==> src/rtl/inp_cond.sv <==
// Input conditioning for the game core: synchronize raw controls, debounce on a
// 1 ms tick, and shape each coin switch into fixed-width pulses with a queue.

// Per-coin pulse shaper: one PULSE of COIN_MS ticks, then GAP_MS ticks idle,
// with up to three further presses remembered while busy.
module inp_cond_coin #(
  parameter int COIN_MS = 40,
  parameter int GAP_MS  = 80
) (
  input  logic clk,
  input  logic rst_n,
  input  logic tick_i,
  input  logic rise_i,
  output logic act_o,
  output logic done_o
);
  localparam int TMAX = (COIN_MS > GAP_MS) ? COIN_MS : GAP_MS;
  localparam int TW   = $clog2(TMAX + 1);

  typedef enum logic [1:0] {IDLE, PULSE, GAP} st_e;

  st_e           state_q, state_d;
  logic [TW-1:0] t_q, t_d;
  logic [1:0]    p_q, p_d, p_inc;

  // state, timer and pending-count registers
  always_ff @(posedge clk or negedge rst_n) begin
    if (!rst_n) begin
      state_q <= IDLE;
      t_q     <= '0;
      p_q     <= '0;
    end else begin
      state_q <= state_d;
      t_q     <= t_d;
      p_q     <= p_d;
    end
  end

  // next state; a press seen in the expiry cycle is queued before the P test
  always_comb begin
    state_d = state_q;
    t_d     = t_q;
    p_d     = p_q;
    done_o  = 1'b0;
    p_inc   = p_q + {1'b0, (rise_i && state_q != IDLE && p_q != 2'd3)};
    case (state_q)
      IDLE: begin
        if (rise_i) begin
          state_d = PULSE;
          t_d     = '0;
        end
      end
      PULSE: begin
        p_d = p_inc;
        if (tick_i) begin
          if (t_q == TW'(COIN_MS - 1)) begin
            state_d = GAP;
            t_d     = '0;
            done_o  = 1'b1;
          end else begin
            t_d = t_q + TW'(1);
          end
        end
      end
      GAP: begin
        p_d = p_inc;
        if (tick_i) begin
          if (t_q == TW'(GAP_MS - 1)) begin
            t_d = '0;
            if (p_inc != 2'd0) begin
              p_d     = p_inc - 2'd1;
              state_d = PULSE;
            end else begin
              state_d = IDLE;
            end
          end else begin
            t_d = t_q + TW'(1);
          end
        end
      end
      default: state_d = IDLE;
    endcase
  end

  assign act_o = (state_q == PULSE);
endmodule

module inp_cond #(
  parameter int TICK_DIV = 14318,
  parameter int DB_MS    = 5,
  parameter int COIN_MS  = 40,
  parameter int GAP_MS   = 80
) (
  input  logic        MCLK,
  input  logic        RESET_N,
  input  logic [10:0] RAW,
  output logic [10:0] INP,
  output logic        TICK,
  output logic [15:0] COIN_TOTAL
);
  localparam int NB = 11;
  localparam int PW = (TICK_DIV > 1) ? $clog2(TICK_DIV) : 1;
  localparam int CW = $clog2(DB_MS + 1);

  logic [NB-1:0]         s1_q, s2_q;
  logic [PW-1:0]         pre_q, pre_d;
  logic                  tick_q;
  logic [NB-1:0]         db_q;
  logic [NB-1:0][CW-1:0] db_c_q;
  logic [1:0]            coin_rise, coin_act, coin_done;
  logic [10:0]           inp_q;
  logic [15:0]           total_q;

  // two-flop synchronizer on every raw input
  always_ff @(posedge MCLK or negedge RESET_N) begin
    if (!RESET_N) begin
      s1_q <= '0;
      s2_q <= '0;
    end else begin
      s1_q <= RAW;
      s2_q <= s1_q;
    end
  end

  // prescaler wraps at TICK_DIV-1; tick is registered to coincide with that count
  always_comb begin
    pre_d = (pre_q == PW'(TICK_DIV - 1)) ? '0 : pre_q + PW'(1);
  end

  // prescaler and tick registers
  always_ff @(posedge MCLK or negedge RESET_N) begin
    if (!RESET_N) begin
      pre_q  <= '0;
      tick_q <= 1'b0;
    end else begin
      pre_q  <= pre_d;
      tick_q <= (pre_d == PW'(TICK_DIV - 1));
    end
  end

  // per-bit debounce: state follows input only after DB_MS stable ticks
  always_ff @(posedge MCLK or negedge RESET_N) begin
    if (!RESET_N) begin
      db_q   <= '0;
      db_c_q <= '0;
    end else begin
      for (int i = 0; i < NB; i++) begin
        if (s2_q[i] == db_q[i]) begin
          db_c_q[i] <= '0;
        end else if (tick_q) begin
          if (db_c_q[i] == CW'(DB_MS - 1)) begin
            db_q[i]   <= s2_q[i];
            db_c_q[i] <= '0;
          end else begin
            db_c_q[i] <= db_c_q[i] + CW'(1);
          end
        end
      end
    end
  end

  // debounced 0->1 coin edge, flagged in the same tick cycle the state flips
  always_comb begin
    for (int k = 0; k < 2; k++)
      coin_rise[k] = tick_q && s2_q[8+k] && !db_q[8+k] &&
                     (db_c_q[8+k] == CW'(DB_MS - 1));
  end

  for (genvar k = 0; k < 2; k++) begin : g_coin
    inp_cond_coin #(.COIN_MS(COIN_MS), .GAP_MS(GAP_MS)) u_coin (
      .clk    (MCLK),
      .rst_n  (RESET_N),
      .tick_i (tick_q),
      .rise_i (coin_rise[k]),
      .act_o  (coin_act[k]),
      .done_o (coin_done[k])
    );
  end

  // active-low output register and combined coin counter
  always_ff @(posedge MCLK or negedge RESET_N) begin
    if (!RESET_N) begin
      inp_q   <= 11'h7FF;
      total_q <= '0;
    end else begin
      inp_q   <= ~{db_q[10], coin_act[1], coin_act[0], db_q[7:0]};
      total_q <= total_q + {15'd0, coin_done[0]} + {15'd0, coin_done[1]};
    end
  end

  assign INP        = inp_q;
  assign TICK       = tick_q;
  assign COIN_TOTAL = total_q;
endmodule

==> config.mk <==
export PLATFORM = sky130hd
export DESIGN_NAME = inp_cond
export DESIGN_NICKNAME = d
export VERILOG_FILES = /design/src/rtl/inp_cond.sv
export SDC_FILE = /design/constraint.sdc
export NUM_CORES = 1
export LEC_CHECK = 0
export ABC_AREA = 1
export CORE_ASPECT_RATIO = 1.5
export CORE_UTILIZATION = 50
export DETAILED_ROUTE_END_ITERATION = 7
export PLACE_DENSITY = 0.72
export SETUP_SLACK_MARGIN = 0.15
export SYNTH_ARGS = -nofsm -noshare
export SYNTH_HDL_FRONTEND = slang
export SYNTH_SLANG_ARGS = --single-unit
==> constraint.sdc <==
create_clock -name MCLK -period 7.15 [get_ports MCLK]
set_input_delay 0.715 -clock MCLK [delete_from_list [all_inputs] [get_ports MCLK]]
set_output_delay 0.715 -clock MCLK [all_outputs]
set_load 0.05 [all_outputs]
==> impl_metrics.sql, run 1 <==
INSERT INTO impl_metrics (metric_group, metric, value, unit) VALUES
('detailed_routing', 'routed_wl', '12200', 'µm'),
('critical_path', 'worst-path-buf-inv', '2', ''),
('critical_path', 'critical_path_class', 'register to primary output', ''),
('clocking', 'postCtsSetupRepairBufs', '0', ''),
('pwr', 'cellLeakagePower', '3.54', 'nW'),
('global_routing', 'grt-ovfl-total', '0', ''),
('pwr', 'max-vdd-ir-drop', '0.142', 'mV'),
('synth', 'yosys.area_share.adder', '0.0764', ''),
('worst_hold_path', 'worstHoldPathType', 'register to register', ''),
('place', 'gp_congestion', '0.861', ''),
('detailed_routing', 'initialDrtViolationCount', '208', ''),
('sta', 'timing.final.max_slew_violations', '0', ''),
('die', 'num_rows', '49', ''),
('sta', 'worst_slew_pin_slew', '893', 'ps'),
('finish', 'share_of_layout_cells_above_drive_strength_1', '0.104', ''),
('sta', 'timing.slew.headroom', '0.404', ''),
('critical_path', 'arrival', '1960', 'ps'),
('detailed_routing', 'dr_total_vias', '4802', ''),
('critical_path', 'critPathCaptureType', 'primary output', ''),
('synth', 'yosys.cell_types.count', '42', ''),
('detailed_routing', 'detail_route.drc_violations', '0', ''),
('place', 'detailedPlacementHpwl', '8620', 'µm'),
('finish', 'sequential_cell_area', '3270', 'µm²'),
('detailed_routing', 'drtPass1Iterations', '5', ''),
('synth', 'synth_async_sr_flop_share', '1.00', ''),
('synth', 'number_of_storage_elements_in_the_synthesis_netlist', '130', ''),
('synth', 'synth_xor_area_frac', '0.0402', ''),
('sta', 'period_needed', '2670', 'ps'),
('global_routing', 'global_route.usage.total', '0.209', ''),
('finish', 'num-fill-cells', '1001', ''),
('die', 'core-area', '12100', 'µm²'),
('critical_path', 'critPathRequiredTime', '6430', 'ps'),
('global_routing', 'grt_start_max_net_pins', '74', ''),
('synth', 'synth_enable_flop_cells', '0', ''),
('sta', 'period_share', '0.374', ''),
('finish', 'finalNetCount', '806', ''),
('clocking', 'cts-htree-levels', '4', ''),
('critical_path', 'crit_fanout', '30', ''),
('critical_path', 'timing.critical_path.cells', 'buf_4 > clkdlybuf4s50_1', ''),
('clocking', 'cts_inserted_buffers', '17', ''),
('synth', 'synth-seq-area-share', '0.517', ''),
('synth', 'post_synth_inst_count', '701', ''),
('die', 'floorplan.initialDensity', '0.521', ''),
('critical_path', 'worst_path_largest_cell_delay', '900', 'ps'),
('synth', 'post_synth_main_area_contributors', 'dfrtp_1 (47%), nand2_1 (8.1%), ha_1 (7.3%)', ''),
('synth', 'syn_avg_cell_area', '9.02', 'µm²'),
('synth', 'synth_compound_area_frac', '0.0909', ''),
('die', 'top_level_pins', '41', ''),
('finish', 'syn2layout_area_growth', '18.5', '%'),
('global_routing', 'number_of_antenna_violations_at_the_first_check_in_global_routing', '0', ''),
('clocking', 'cts.sinks', '130', ''),
('detailed_routing', 'route.detailed.vias_per_inst', '5.21', ''),
('finish', 'final_standard_cell_area_without_fillers', '7490', 'µm²'),
('pwr', 'power.density', '221', 'nW/µm²'),
('clocking', 'clk_pin_slew', '50', 'ps'),
('critical_path', 'critical-path-top-delay-family', 'buffers and inverters', ''),
('clocking', 'clock_tree_from_tritoncts', 'yes', ''),
('detailed_routing', 'wl_per_cell', '13.3', 'µm'),
('die', 'die_height', '140', 'µm'),
('sta', 'setup_tns', '0', 'ps'),
('synth', 'synth_area', '6320', 'µm²'),
('finish', 'multi_input_comb_area', '2640', 'µm²'),
('clocking', 'cts_hold_buf', '0', ''),
('detailed_routing', 'remaining_antenna_violation_count', '0', ''),
('status', 'run_status', 'complete, no violations', ''),
('synth', 'synth_top_family_by_area', 'simple AND/OR/NAND/NOR gates', ''),
('die', 'die_area', '13100', 'µm²'),
('clocking', 'cts_resized', '0', ''),
('sta', 'timing.fmax', '374', 'MHz'),
('synth', 'post_synth_mux_area_share', '0', ''),
('sta', 'skew', '9.74', 'ps');
-- power breakdown --
group / total [mW] / switching (mW) / internal, mW
Combinational: 0.0286 / 0.0203 / 0.00824
Sequential: 0.746 / 0.00313 / 0.743
Clock: 0.877 / 0.321 / 0.556
Total: 1.65 / 0.345 / 1.31
-- layout make-up --
type / count / area share
Clock inverter: 13 / 0.0214
Timing Repair Buffer: 42 / 0.0551
Sequential cell: 130 / 0.436
Tap cell: 153 / 0.0256
Inverter: 101 / 0.0506
Clock buffer: 19 / 0.0591
Multi-Input combinational cell: 463 / 0.352
-- sequential cells by signal, summed over array words and instances, names as in the netlist --
signal                 count
s2_q                      11
pre_q                     14
TICK                       1
g_coin.u_coin.t_q         14
g_coin.u_coin.state_q      4
g_coin.u_coin.p_q          4
db_c_q                    33
s1_q                      11
INP                       11
COIN_TOTAL                16
db_q                      11
-- metal layers --
metal	part of all wire	wire (µm)	global-route usage
met2	0.54	6570	0.375
met1	0.40	4910	0.225
met5	0	0	0
met3	0.034	417	0.0519
met4	0.027	332	0.0964
-- cell families (layout without fill, tap and decap cells) --
family | count (synthesis) | in the layout
AOI/OAI and AO/OA | 100 | 100
xor gates and xnor gates | 29 | 29
adders and majority gates | 38 | 38
buffers and inverters | 108 | 175
DFF | 130 | 130
and+or+nand+nor | 296 | 296
-- cells in the mapped netlist (2+ instances only) --
library cell	count
nand2_1	136
dfrtp_1	119
inv_1	96
nor2_1	63
nand3_1	54
o21ai_0	48
ha_1	37
xor2_1	22
a21oi_1	12
dfstp_2	11
o21ai_1	11
nand4_1	9
nor2_2	8
o22ai_1	8
xnor2_1	7
nand2_2	6
a31oi_1	5
inv_2	5
nand3b_1	4
nor3_1	4
o21ai_2	4
buf_2	3
nor2_4	3
o31ai_1	3
or2_2	3
a211oi_1	2
clkbuf_1	2
nor3_2	2
-- path summary, 6_finish.rpt --
path	startpoint	cells past startpoint	endpoint	slack, ps
min in group asynchronous	RESET_N	1	s2_q[5]	420
min reg2reg	s1_q[5]	0	s2_q[5]	340
max reg2reg	g_coin[0].u_coin.t_q[0]	13	COIN_TOTAL[14]	4500
max	TICK	2	TICK	4480
max in group asynchronous	RESET_N	2	db_c_q[21]	5490
min	s1_q[5]	0	s2_q[5]	340
-- through the flow --
| step | hold slack, ps | setup slack (ps) | util | instances |
|---|---|---|---|---|
| 6_report | 345 | 4480 | 0.617 | 921 |
| 5_1_grt | 360 | 4170 | 0.617 | 921 |
| 4_1_cts | 348 | 4460 | 0.617 | 921 |
| 3_5_place_dp | 336 | 4480 | 0.567 | 889 |
| 3_3_place_gp | 334 | 4530 | 0.567 | 889 |
| 2_1_floorplan | 331 | 4360 | - | 701 |
No activity file was read; power rests on OpenSTA's default activity.
==> run 2, diff against run 1 <==
- clock period: 7.15 -> 2.52 ns (I/O delays scaled with it)
==> run 2 against run 1 <==
Sequential power grew to 2.8 times the previous value. Core utilization is 1.2 points higher. Largest cell class unchanged. Routed wire length is 1.1% lower. Non-clock buffer count is 15 higher. Via count rose by 2.0%. Clock power grew to 2.6 times the previous value. Sequential share of layout area down 0.81 points. Critical path type is now register to register.
==> impl_metrics.sql, run 2 (synthesis gave the netlist of run 1 again) <==
INSERT INTO impl_metrics (metric_group, metric, value, unit) VALUES
('status', 'run_status', 'complete, no violations', ''),
('pwr', 'cellLeakagePower', '3.60', 'nW'),
('finish', 'layout_commonest_cell', 'nand2_1', ''),
('sta', 'worst_slew_pin_slew', '502', 'ps'),
('sta', 'final.hold.worst_slack', '249', 'ps'),
('die', 'die_height', '140', 'µm'),
('die', 'floorplan.initialDensity', '0.521', ''),
('global_routing', 'grt_pass1_vias', '5039', ''),
('finish', 'share_of_layout_cells_above_drive_strength_1', '0.137', ''),
('place', 'detailedPlacementHpwl', '8590', 'µm'),
('detailed_routing', 'dr_total_vias', '4898', ''),
('sta', 'finalSetupViolCount', '0', ''),
('pwr', 'internal_power', '3.53', 'mW'),
('critical_path', 'endpoint_of_the_worst_register_to_register_path', 'COIN_TOTAL[12]', ''),
('clocking', 'cts_inserted_buffers', '17', ''),
('critical_path', 'critPathRequiredTime', '2810', 'ps'),
('critical_path', 'crit_fanout', '3', ''),
('global_routing', 'number_of_antenna_violations_at_the_first_check_in_global_routing', '0', ''),
('finish', 'num_antenna_cells', '0', ''),
('sta', 'period_needed', '2360', 'ps'),
('pwr', 'power.density', '585', 'nW/µm²'),
('clocking', 'cts-htree-levels', '4', ''),
('detailed_routing', 'route.detailed.vias_per_inst', '5.24', ''),
('detailed_routing', 'remaining_antenna_violation_count', '0', ''),
('finish', 'largest_register_ff_count', '33', ''),
('pwr', 'clkPwrFrac', '0.507', ''),
('critical_path', 'kind_of_start_point_of_the_critical_path', 'register', ''),
('die', 'num_rows', '49', ''),
('clocking', 'clk_pin_slew', '60', 'ps'),
('global_routing', 'grt-ovfl-total', '0', ''),
('global_routing', 'global_route.usage.total', '0.203', ''),
('die', 'top_level_pins', '41', ''),
('clocking', 'cts.sinks', '130', ''),
('sta', 'timing.slew.headroom', '0.664', ''),
('sta', 'grt_setup_unrepaired', 'true', ''),
('detailed_routing', 'detail_route.drc_violations', '0', ''),
('pwr', 'power.switching_fraction', '0.210', ''),
('sta', 'skew', '10.2', 'ps'),
('clocking', 'ctsRootBufferMaster', 'clkbuf_16', ''),
('pwr', 'max-vdd-ir-drop', '0.360', 'mV'),
('die', 'die_area', '13100', 'µm²'),
('critical_path', 'critPathCaptureType', 'register', ''),
('finish', 'top_register', 'db_c_q', ''),
('pwr', 'psw', '935', 'µW'),
('clocking', 'cts-root-to-sink-buffers', '2', ''),
('die', 'core-area', '12100', 'µm²'),
('pwr', 'share_comb_of_total_power', '0.019', ''),
('critical_path', 'startpoint', 'g_coin[1].u_coin.t_q[1]', ''),
('detailed_routing', 'wl_per_cell', '12.9', 'µm'),
('detailed_routing', 'initialDrtViolationCount', '220', ''),
('sta', 'final_hold_violation_count', '0', ''),
('critical_path', 'r2r_setup_slack', '160', 'ps'),
('global_routing', 'grt_first_pass_wirelength', '21300', 'µm'),
('critical_path', 'arrival', '2650', 'ps'),
('worst_hold_path', 'worstHoldPathType', 'input pin to asynchronous set/reset pin', ''),
('critical_path', 'timing.rr.start', 'g_coin[1].u_coin.t_q[1]', ''),
('clocking', 'worst_skew_pair.late_latency', '410', 'ps'),
('die', 'die_width', '93.8', 'µm'),
('finish', 'finalNetCount', '821', ''),
('critical_path', 'ff2ff_path_depth', '14', ''),
('finish', 'syn2layout_area_growth', '20.8', '%'),
('detailed_routing', 'drtPass1Iterations', '4', ''),
('place', 'io_buffers', '40', ''),
('place', 'gp_congestion', '0.850', ''),
('clocking', 'clock_tree_from_tritoncts', 'yes', ''),
('global_routing', 'grt_start_max_net_pins', '84', ''),
('sta', 'timing.final.max_slew_violations', '0', ''),
('finish', 'mostFrequentLayoutCells', 'nand2_1 (134), dfrtp_1 (118), inv_1 (95)', ''),
('sta', 'period_share', '0.935', ''),
('pwr', 'p_seq_frac', '0.474', ''),
('job', 'max-cap-violations', '0', ''),
('critical_path', 'endpoint', 'COIN_TOTAL[12]', ''),
('critical_path', 'critical_path_class', 'register to register', ''),
('sta', 'timing.fmax', '424', 'MHz'),
('detailed_routing', 'routed_wl', '12100', 'µm'),
('sta', 'setup_tns', '0', 'ps');
[run 2: cell count changes in the layout (fill, tap and decap cells not counted), moves of 3 or more]
cell	change
nor2_2	+3
nand3_1	-3
nor2_1	-4
buf_4	+13
ha_1	-3
[run 2: per-stage QoR]
step | worst slack [ps] | power [mW] | cells | util | cell area [µm²]
after floorplan | 152 | 2.17 | 701 | - | 6340
after detailed placement | 5.76 | 2.24 | 895 | 0.573 | 6960
after global routing | 6.69 | 4.63 | 935 | 0.629 | 7640
final | 163 | 4.46 | 935 | 0.629 | 7640
after global placement | 81.5 | 2.24 | 895 | 0.573 | 6960
after CTS | 164 | 4.51 | 930 | 0.623 | 7560
[run 2: power by group through the flow]
stage / combinational [mW] / sequential (mW) / clock, mW
5_1_grt: 0.0997 / 2.12 / 2.41
6_report: 0.0856 / 2.12 / 2.26
2_1_floorplan: 0.0184 / 2.15 / 0
3_5_place_dp: 0.0883 / 2.15 / 0
3_3_place_gp: 0.0851 / 2.15 / 0
4_1_cts: 0.0902 / 2.12 / 2.30
[run 2: repair_timing]
action,4_1_cts,5_1_grt
buffers inserted,3,5
endpoints found under the hold margin,15,0
resized for setup,6,10
endpoints found under the setup margin,6,7
pin swaps,2,7
hold buffers,1,0
[run 2: critical path, cell delays in order (launching register included)]
cell and delay (ps):
dfrtp_1 370, ha_2 190, nand2_2 60, nor2_2 90, nand3_2 80, nor2_1 110
nand2_1 80, fa_2 380, inv_4 90, ha_4 140, nand3_4 90, nor2_4 150
nand4_1 130, buf_4 170, xnor2_1 110
[run 2: area by class of cell]
| class | count | area [µm²] |
|---|---|---|
| clock inverters | 10 | 87.6 |
| inverters | 101 | 382 |
| clock buffers | 21 | 460 |
| fillers | 1010 | 4500 |
| repair buffers | 57 | 541 |
| multi-input cells | 463 | 2710 |
| well taps | 153 | 191 |
| flip-flops and latches | 130 | 3270 |
[run 2: worst min path at each step]
stage | start | to | slack [ps]
6_report | RESET_N | db_q[3] | 250
5_1_grt | RESET_N | db_q[3] | 270
4_1_cts | RESET_N | db_q[3] | 240
3_5_place_dp | RESET_N | db_q[3] | 140
3_3_place_gp | RESET_N | db_q[3] | 120
2_1_floorplan | RESET_N | COIN_TOTAL[0] | -40
[run 2: metal layers]
| layer | global-route usage | vias to the layer above | share of wire |
|---|---|---|---|
| met3 | 0.0536 | 29 | 0.032 |
| met4 | 0.0858 | 0 | 0.025 |
| met1 | 0.219 | 2374 | 0.41 |
| met5 | 0 | - | 0 |
| met2 | 0.367 | 93 | 0.53 |
| li1 | - | 2402 | - |
